$ cat src/rtl/wb_button_pkg.sv
// Shared types and event-field helpers for the button reporter.
package wb_button_pkg;

    typedef enum logic [1:0] {
        ST_IDLE    = 2'd0,
        ST_REQ     = 2'd1,
        ST_WAIT    = 2'd2,
        ST_BACKOFF = 2'd3
    } wb_state_e;

    // Width of the button-index field; a single button still takes one bit.
    function automatic int idx_width(input int n_buttons);
        return (n_buttons <= 1) ? 1 : $clog2(n_buttons);
    endfunction

    // The press/release level always sits in the top data bit.
    function automatic int level_bit(input int dat_width);
        return dat_width - 1;
    endfunction

    function automatic int min1(input int v);
        return (v < 1) ? 1 : v;
    endfunction

endpackage

$ cat src/rtl/wb_button_reporter_if.sv
// Controller-side pipelined Wishbone write bus (no address); names follow the controller view.
interface wb_button_reporter_if #(
    parameter int DAT_WIDTH = 8
);
    logic                 cyc_o;
    logic                 stb_o;
    logic                 we_o;
    logic [DAT_WIDTH-1:0] dat_o;
    logic                 ack_i;
    logic                 err_i;
    logic                 rty_i;
    logic                 stall_i;

    modport master (
        output cyc_o, stb_o, we_o, dat_o,
        input  ack_i, err_i, rty_i, stall_i
    );

    modport slave (
        input  cyc_o, stb_o, we_o, dat_o,
        output ack_i, err_i, rty_i, stall_i
    );
endinterface

$ cat src/rtl/button_debouncer.sv
// One button: 2-flop synchroniser plus stability counter; a level change commits only when granted.
module button_debouncer
    import wb_button_pkg::*;
#(
    parameter int DEBOUNCE_CYCLES = 16
) (
    input  logic clk_i,
    input  logic rst_i,
    input  logic btn_i,
    input  logic grant_i,
    output logic ready_o,
    output logic level_o
);
    localparam int CW = min1($clog2(DEBOUNCE_CYCLES));
    localparam logic [CW-1:0] THRESH = CW'(DEBOUNCE_CYCLES - 1);

    logic          sync1_q, sync2_q;
    logic          db_q, db_d;
    logic [CW-1:0] cnt_q, cnt_d;
    logic          differ;

    always_ff @(posedge clk_i or negedge rst_i) begin
        if (!rst_i) begin
            sync1_q <= 1'b0;
            sync2_q <= 1'b0;
            db_q    <= 1'b0;
            cnt_q   <= '0;
        end else begin
            sync1_q <= btn_i;
            sync2_q <= sync1_q;
            db_q    <= db_d;
            cnt_q   <= cnt_d;
        end
    end

    always_comb begin
        differ  = sync2_q ^ db_q;
        ready_o = differ && (cnt_q == THRESH);
        level_o = ~db_q;
        cnt_d   = cnt_q;
        db_d    = db_q;
        if (!differ) begin
            cnt_d = '0;
        end else if (cnt_q != THRESH) begin
            cnt_d = cnt_q + 1'b1;
        end else if (grant_i) begin
            // Without a grant the counter parks at threshold until arbitration frees up.
            cnt_d = '0;
            db_d  = ~db_q;
        end
    end

endmodule

$ cat src/rtl/wb_button_reporter.sv
// Debounced button edges become events, queued and written one per Wishbone cycle with retry/timeout.
module wb_button_reporter
    import wb_button_pkg::*;
#(
    parameter int N_BUTTONS       = 4,
    parameter int DAT_WIDTH       = 8,
    parameter int DEBOUNCE_CYCLES = 16,
    parameter int FIFO_DEPTH      = 4,
    parameter int MAX_RETRIES     = 3,
    parameter int TIMEOUT_CYCLES  = 255
) (
    input  logic                 clk_i,
    input  logic                 rst_i,
    input  logic [N_BUTTONS-1:0] btn_i,
    wb_button_reporter_if.master wb,
    output logic                 overflow_o,
    output logic                 wr_err_o,
    output logic                 busy_o
);
    localparam int IDX_W = idx_width(N_BUTTONS);
    localparam int LVL   = level_bit(DAT_WIDTH);
    localparam int PTR_W = min1($clog2(FIFO_DEPTH));
    localparam int RTY_W = min1($clog2(MAX_RETRIES + 1));
    localparam int TMO_W = min1($clog2(TIMEOUT_CYCLES + 1));
    localparam logic [RTY_W-1:0] RTY_MAX  = RTY_W'(MAX_RETRIES);
    localparam logic [TMO_W-1:0] TMO_LAST = TMO_W'(TIMEOUT_CYCLES - 1);

    // Debouncers and commit arbitration
    logic [N_BUTTONS-1:0] ready, grant, new_lvl;
    logic                 push;
    logic [DAT_WIDTH-1:0] push_dat;

    for (genvar g = 0; g < N_BUTTONS; g++) begin : g_btn
        button_debouncer #(.DEBOUNCE_CYCLES(DEBOUNCE_CYCLES)) u_db (
            .clk_i   (clk_i),
            .rst_i   (rst_i),
            .btn_i   (btn_i[g]),
            .grant_i (grant[g]),
            .ready_o (ready[g]),
            .level_o (new_lvl[g])
        );
    end

    always_comb begin
        grant    = '0;
        push     = 1'b0;
        push_dat = '0;
        for (int i = 0; i < N_BUTTONS; i++) begin
            if (ready[i] && !push) begin
                grant[i]            = 1'b1;
                push                = 1'b1;
                push_dat[IDX_W-1:0] = IDX_W'(i);
                push_dat[LVL]       = new_lvl[i];
            end
        end
    end

    // Event FIFO; the extra pointer bit separates full from empty.
    logic [DAT_WIDTH-1:0] mem_q [FIFO_DEPTH];
    logic [PTR_W:0]       wr_ptr_q, rd_ptr_q;
    logic                 empty, full, pop, push_ok;
    logic [DAT_WIDTH-1:0] head;

    assign empty   = (wr_ptr_q == rd_ptr_q);
    assign full    = (wr_ptr_q[PTR_W] != rd_ptr_q[PTR_W]) &&
                     (wr_ptr_q[PTR_W-1:0] == rd_ptr_q[PTR_W-1:0]);
    assign push_ok = push && (!full || pop);
    assign head    = mem_q[rd_ptr_q[PTR_W-1:0]];

    always_ff @(posedge clk_i) begin
        if (push_ok) mem_q[wr_ptr_q[PTR_W-1:0]] <= push_dat;
    end

    always_ff @(posedge clk_i or negedge rst_i) begin
        if (!rst_i) begin
            wr_ptr_q <= '0;
            rd_ptr_q <= '0;
        end else begin
            if (push_ok) wr_ptr_q <= wr_ptr_q + 1'b1;
            if (pop)     rd_ptr_q <= rd_ptr_q + 1'b1;
        end
    end

    // Wishbone FSM
    wb_state_e        state_q, state_d;
    logic [RTY_W-1:0] retry_q, retry_d;
    logic [TMO_W-1:0] tmo_q, tmo_d;
    logic             overflow_q, wr_err_q, set_err, sample;
    logic             cyc, stb;
    logic [DAT_WIDTH-1:0] dat;

    always_ff @(posedge clk_i or negedge rst_i) begin
        if (!rst_i) begin
            state_q    <= ST_IDLE;
            retry_q    <= '0;
            tmo_q      <= '0;
            overflow_q <= 1'b0;
            wr_err_q   <= 1'b0;
        end else begin
            state_q    <= state_d;
            retry_q    <= retry_d;
            tmo_q      <= tmo_d;
            overflow_q <= overflow_q | (push && full && !pop);
            wr_err_q   <= wr_err_q | set_err;
        end
    end

    always_comb begin
        state_d = state_q;
        retry_d = retry_q;
        tmo_d   = tmo_q;
        pop     = 1'b0;
        set_err = 1'b0;
        // Terminations count only on the acceptance cycle or while waiting.
        sample  = ((state_q == ST_REQ) && !wb.stall_i) || (state_q == ST_WAIT);
        case (state_q)
            ST_IDLE: begin
                if (!empty) begin
                    state_d = ST_REQ;
                    retry_d = '0;
                end
            end
            ST_BACKOFF: state_d = ST_REQ;
            default: begin
                if (sample) begin
                    if (wb.err_i) begin
                        pop     = 1'b1;
                        set_err = 1'b1;
                        state_d = ST_IDLE;
                    end else if (wb.rty_i) begin
                        if (retry_q < RTY_MAX) begin
                            retry_d = retry_q + 1'b1;
                            state_d = ST_BACKOFF;
                        end else begin
                            pop     = 1'b1;
                            set_err = 1'b1;
                            state_d = ST_IDLE;
                        end
                    end else if (wb.ack_i) begin
                        pop     = 1'b1;
                        state_d = ST_IDLE;
                    end else if (state_q == ST_REQ) begin
                        state_d = ST_WAIT;
                        tmo_d   = '0;
                    end else if (tmo_q == TMO_LAST) begin
                        pop     = 1'b1;
                        set_err = 1'b1;
                        state_d = ST_IDLE;
                    end else begin
                        tmo_d = tmo_q + 1'b1;
                    end
                end
            end
        endcase
    end

    always_comb begin
        cyc = (state_q == ST_REQ) || (state_q == ST_WAIT);
        stb = (state_q == ST_REQ);
        dat = cyc ? head : '0;
    end

    assign wb.cyc_o   = cyc;
    assign wb.stb_o   = stb;
    assign wb.we_o    = cyc;
    assign wb.dat_o   = dat;
    assign overflow_o = overflow_q;
    assign wr_err_o   = wr_err_q;
    assign busy_o     = !empty || cyc;

endmodule

$ cat src/flat_wrapper.sv
// flat-port wrapper written by rule: the top's interface ports become plain ports
module wb_button_reporter_flat import wb_button_pkg::*;
#(
    parameter int N_BUTTONS       = 4,
    parameter int DAT_WIDTH       = 8,
    parameter int DEBOUNCE_CYCLES = 16,
    parameter int FIFO_DEPTH      = 4,
    parameter int MAX_RETRIES     = 3,
    parameter int TIMEOUT_CYCLES  = 255
)
  (clk_i, rst_i, btn_i, overflow_o, wr_err_o, busy_o, wb_cyc_o, wb_stb_o, wb_we_o, wb_dat_o, wb_ack_i, wb_err_i, wb_rty_i, wb_stall_i);
  wb_button_reporter_if #(.DAT_WIDTH(DAT_WIDTH)) wb_i ();
  input  logic clk_i;
  input  logic rst_i;
  input  logic [N_BUTTONS-1:0] btn_i;
  output logic overflow_o;
  output logic wr_err_o;
  output logic busy_o;
  output wire logic [$bits(wb_i.cyc_o)-1:0] wb_cyc_o;
  output wire logic [$bits(wb_i.stb_o)-1:0] wb_stb_o;
  output wire logic [$bits(wb_i.we_o)-1:0] wb_we_o;
  output wire logic [$bits(wb_i.dat_o)-1:0] wb_dat_o;
  input wire logic [$bits(wb_i.ack_i)-1:0] wb_ack_i;
  input wire logic [$bits(wb_i.err_i)-1:0] wb_err_i;
  input wire logic [$bits(wb_i.rty_i)-1:0] wb_rty_i;
  input wire logic [$bits(wb_i.stall_i)-1:0] wb_stall_i;
  assign wb_cyc_o = wb_i.cyc_o;
  assign wb_stb_o = wb_i.stb_o;
  assign wb_we_o = wb_i.we_o;
  assign wb_dat_o = wb_i.dat_o;
  assign wb_i.ack_i = wb_ack_i;
  assign wb_i.err_i = wb_err_i;
  assign wb_i.rty_i = wb_rty_i;
  assign wb_i.stall_i = wb_stall_i;
  wb_button_reporter #(.N_BUTTONS(N_BUTTONS), .DAT_WIDTH(DAT_WIDTH), .DEBOUNCE_CYCLES(DEBOUNCE_CYCLES), .FIFO_DEPTH(FIFO_DEPTH), .MAX_RETRIES(MAX_RETRIES), .TIMEOUT_CYCLES(TIMEOUT_CYCLES)) u_core (.clk_i(clk_i), .rst_i(rst_i), .btn_i(btn_i), .wb(wb_i), .overflow_o(overflow_o), .wr_err_o(wr_err_o), .busy_o(busy_o));
endmodule
$ cat config.mk
export PLATFORM = sky130hd
export DESIGN_NAME = wb_button_reporter_flat
export DESIGN_NICKNAME = d
export VERILOG_FILES = /design/src/rtl/wb_button_pkg.sv /design/src/rtl/wb_button_reporter_if.sv /design/src/rtl/button_debouncer.sv /design/src/rtl/wb_button_reporter.sv /design/src/flat_wrapper.sv
export SDC_FILE = /design/constraint.sdc
export NUM_CORES = 1
export LEC_CHECK = 0
export ABC_AREA = 1
export CORE_MARGIN = 2
export CORE_UTILIZATION = 35
export CTS_BUF_LIST = sky130_fd_sc_hd__clkbuf_2 sky130_fd_sc_hd__clkbuf_4 sky130_fd_sc_hd__clkbuf_8
export DETAILED_ROUTE_END_ITERATION = 16
export PLACE_DENSITY = 0.6
export RECOVER_POWER = 100
export SETUP_SLACK_MARGIN = 0.4
export SLEW_MARGIN = 20
export SYNTH_ARGS = -nofsm -noshare
export SYNTH_HDL_FRONTEND = slang
export SYNTH_HIERARCHICAL = 1
export SYNTH_SLANG_ARGS = --single-unit
$ cat constraint.sdc
create_clock -name clk_i -period 2 [get_ports clk_i]
set_clock_uncertainty 0.15 [all_clocks]
set_input_delay 0.5 -clock clk_i [delete_from_list [all_inputs] [get_ports clk_i]]
set_output_delay 0.5 -clock clk_i [all_outputs]
set_load 0.1 [all_outputs]
==> flow_summary_export.csv <==
group,metric,value,unit
run_status,run_status,"finished, violations left",
run_status,violations,"negative setup slack",
global_route,met1_usage,18.66,%
floorplanning,die_height,102.5,um
clock_tree,h-tree-depth,3,
critical_path,cpPeakStageDelay,0.36,ns
route,total_number_of_vias,3040,
finish,post_layout_nonfiller_instances,636,
synthesis,synth.yosys.warnings,6,
clock_tree,clk_pin_slew_worst_paths,0.08,ns
synthesis,yosysTopAreaCellShare,35.39,%
clock_tree,clock_root_buffer_master,"sky130_fd_sc_hd__clkbuf_8",
critical_path,path_common_cell,"sky130_fd_sc_hd__buf_12",
global_route,gr-max-usage-layer,"met2",
sta,clock.fmax,0.4347,GHz
critical_path,critical_path.n_buffers_inverters,4,
critical_path,r2r_slack,-0.24,ns
clock_tree,clock_tree.buffer_depth,2,
min_path,worstHoldPathType,"reg2reg",
min_path,worst_hold_path.endpoint,"u_core/g_btn[0].u_db/sync2_q",
min_path,start_point_of_the_worst_hold_path,"u_core/g_btn[0].u_db/sync1_q",
synthesis,synth_top_cells_by_count,"sky130_fd_sc_hd__nand2_1 (106), sky130_fd_sc_hd__dfrtp_1 (48), sky130_fd_sc_hd__inv_1 (40), sky130_fd_sc_hd__nor2_1 (37), sky130_fd_sc_hd__nand3_1 (21)",
sta,slew-limit-headroom,54.31,%
placement,numPlacedInstances,566,
route,antenna_left,0,
route,detail_route.vias_per_cell,4.780,
sta,min_period_over_period,115.0,%
finish,final_net_count,528,
route,detail_route.first_pass.iterations,4,
finish,diodes,0,
finish,area.growth.synth_to_final,50.02,%
clock_tree,worst_skew_pair.late_latency,0.34,ns
route,drcViolationCount,0,
placement,place.detailed.hpwl,4664,um
min_path,min_delay_path_depth,0,
sta,setup_viol,35,
placement,dpl-instance-area,4003,um2
route,wire_per_inst,12.63,um
global_route,gr-total-overflow,0,
synthesis,asr_flop_ratio_synth,80.00,%
synthesis,yosysMostFrequentCell,"sky130_fd_sc_hd__nand2_1",
synthesis,number_of_synthesized_flops_with_an_enable_pin,12,
synthesis,post_synth_main_area_contributors,"sky130_fd_sc_hd__dfrtp_1 (35%), sky130_fd_sc_hd__nand2_1 (12%), sky130_fd_sc_hd__edfxtp_1 (11%), sky130_fd_sc_hd__ha_1 (5.9%), sky130_fd_sc_hd__inv_1 (4.4%)",
finish,drive_gt1_share,42.60,%
power_and_ir_drop,pwr_density_cell,1191,nW/um2
placement,buffer_ports.inserted,18,
sta,final-max-slew-violation-count,0,
sta,worstMarginPinSlew,0.6853,ns
finish,multi_input_comb_area,2049,um2
power_and_ir_drop,worst_ir_drop_vdd,1.012,mV
route,wirelength,8031,um
clock_tree,cts.sinks,60,
global_route,grt_start_max_net_pins,49,
synthesis,syn_inst,407,
global_route,grt_util_met2,28.31,%
finish,seqCellArea,1564,um2
sta,period_minus_slack,2.300,ns
synthesis,post_synth.cell_area_avg,8.340,um2
placement,finalWeightedCongestion,0.8056,
sta,rsz0062_at_grt,"true",
global_route,grt_pass1_wl,13180,um
flow_run,max_cap_violations,0,
critical_path,worst_setup_path_end_kind,"primary output",
power_and_ir_drop,report.power.total,6065,uW
floorplanning,floorplan.die.width,102.5,um
critical_path,critical_path.top_delay_family,"buffers and inverters",
critical_path,critical_path.startpoint_type,"flip-flop",
synthesis,synth.largest_area_cell,"sky130_fd_sc_hd__dfrtp_1",
critical_path,timing.reg2reg.worst_path_depth,13,
floorplanning,floorplan.die_area,10500,um2
finish,finished_cell_area,5092,um2
critical_path,critical_path_required,1.35,ns
synthesis,ys_ff_latch,60,
critical_path,cp_cell_sequence,"inv_2 > ha_4 > clkinvlp_4 > buf_12 > a21oi_4 > buf_12",
floorplanning,placement_rows,35,
placement,preCtsSetupSlack,-0.1984,ns
critical_path,timing.critical_path.arrival,1.65,ns
sta,timing.final.hold_violations,0,
critical_path,worstReg2RegEnd,"u_core/tmo_q[0]",
synthesis,dominantRegCellSynth,"sky130_fd_sc_hd__dfrtp_1",
route,drt_iter0_markers,93,
clock_tree,cts_inserted_buffers,9,
floorplanning,ports,24,
power_and_ir_drop,leakage,0.002247,uW
synthesis,post_synthesis_instance_area,3395,um2
critical_path,r2r-start,"u_core/state_q[1]",
synthesis,synth_seq_area_share,46.00,%
global_route,groute.usage.overall,15.92,%
finish,final_core_utilization,54.59,%
floorplanning,initial_utilization,36.39,%
clock_tree,tritoncts_clock_tree,"done",
floorplanning,core,9328,um2
finish,fillCellCount,824,
critical_path,path_max_fanout,3,
critical_path,critical_path_class,"reg2out",
sta,worst_slack,-0.3003,ns
global_route,global_route.usage.met3,3.830,%
global_route,first_global_vias,2972,
synthesis,synthDistinctLibCells,35,
global_route,initial_antenna_violation_count,0,
critical_path,crit_path_top_delay_cell,"sky130_fd_sc_hd__dfrtp_1",
[through the flow]
step                      setup TNS [ns]  hold slack (ns)
after floorplan                   -8.321          0.05441
after global placement            -2.127           0.1825
after detailed placement          -2.447           0.1847
after CTS                         -3.208           0.2001
after global routing              -9.382           0.2012
final                             -5.637           0.1999
[final cells by class]
type,instances,area share [%]
tap,129,3.170
sequential,60,30.71
clock inverter,7,1.499
timing repair buffer,89,17.69
inverter,52,4.251
multi-input combinational,290,40.25
clock buffer,9,2.432
[per-layer routing]
layer | routed length [um] | vias up | share of wire (%)
li1 | - | 1506 | -
met1 | 3404 | 1455 | 42
met2 | 4201 | 63 | 52
met3 | 289 | 16 | 3.6
met4 | 135 | 0 | 1.7
met5 | 0 | - | 0
[cell families after synthesis]
kind of cell | synth area share [%]
other | 0.1105
AO/OA/AOI/OAI | 7.778
AND/OR/NAND/NOR | 31.15
buffers and inverters | 7.777
XOR/XNOR | 1.290
adder cells (fa/ha/maj) | 5.897
flip-flops | 46.00
[power breakdown]
part           switching (uW)  internal, uW
combinational            1920          1540
clock                     516           580
sequential                129          1380
[how the worst max path moves through the flow]
stage | slack, ns | endpoint | from | depth (start not counted)
after floorplan | -0.41 | wb_dat_o[0] | u_core/state_q[0] | 4
after global placement | -0.16 | u_core/mem_q[1][2] | wb_err_i | 9
after detailed placement | -0.20 | u_core/mem_q[3][0] | wb_err_i | 9
after CTS | -0.32 | wb_dat_o[7] | u_core/state_q[0] | 6
after global routing | -0.37 | wb_dat_o[7] | u_core/state_q[1] | 6
final | -0.30 | wb_dat_o[7] | u_core/state_q[1] | 6
[repair_timing]
action,4_1_cts,5_1_grt
pin swaps,26,22
setup endpoints to repair,72,73
gates cloned,1,0
resized for setup,103,54
endpoints found under the hold margin,38,0
buffers inserted,35,17
hold buffers,1,0
[layout by cell type, fill, tap and decap left out, types with 6 or more instances in the layout]
master	instances
sky130_fd_sc_hd__nand3_4	8
sky130_fd_sc_hd__nand4_1	16
sky130_fd_sc_hd__o21ai_2	10
sky130_fd_sc_hd__inv_2	18
sky130_fd_sc_hd__o21ai_0	8
sky130_fd_sc_hd__inv_1	28
sky130_fd_sc_hd__nor2_4	13
sky130_fd_sc_hd__nand2_4	10
sky130_fd_sc_hd__nor2_2	6
sky130_fd_sc_hd__buf_6	24
sky130_fd_sc_hd__nand2_1	84
sky130_fd_sc_hd__buf_4	36
sky130_fd_sc_hd__ha_1	11
sky130_fd_sc_hd__o21ai_1	8
sky130_fd_sc_hd__dfrtp_1	46
sky130_fd_sc_hd__clkbuf_8	9
sky130_fd_sc_hd__nor2_1	28
sky130_fd_sc_hd__nand3_1	16
sky130_fd_sc_hd__nand2_2	21
sky130_fd_sc_hd__buf_12	10
sky130_fd_sc_hd__edfxtp_1	12
[flip-flops by register name, summed over array words and instances (netlist names)]
name / flops
u_core/wr_err_o: 1
u_core/wr_ptr_q: 3
u_core/rd_ptr_q: 3
u_core/state_q: 2
u_core/g_btn.u_db/cnt_q: 16
u_core/tmo_q: 8
u_core/g_btn.u_db/db_q: 4
u_core/overflow_o: 1
u_core/retry_q: 2
u_core/mem_q: 12
u_core/g_btn.u_db/sync2_q: 4
u_core/g_btn.u_db/sync1_q: 4
No activity file was read; power rests on OpenSTA's default activity.
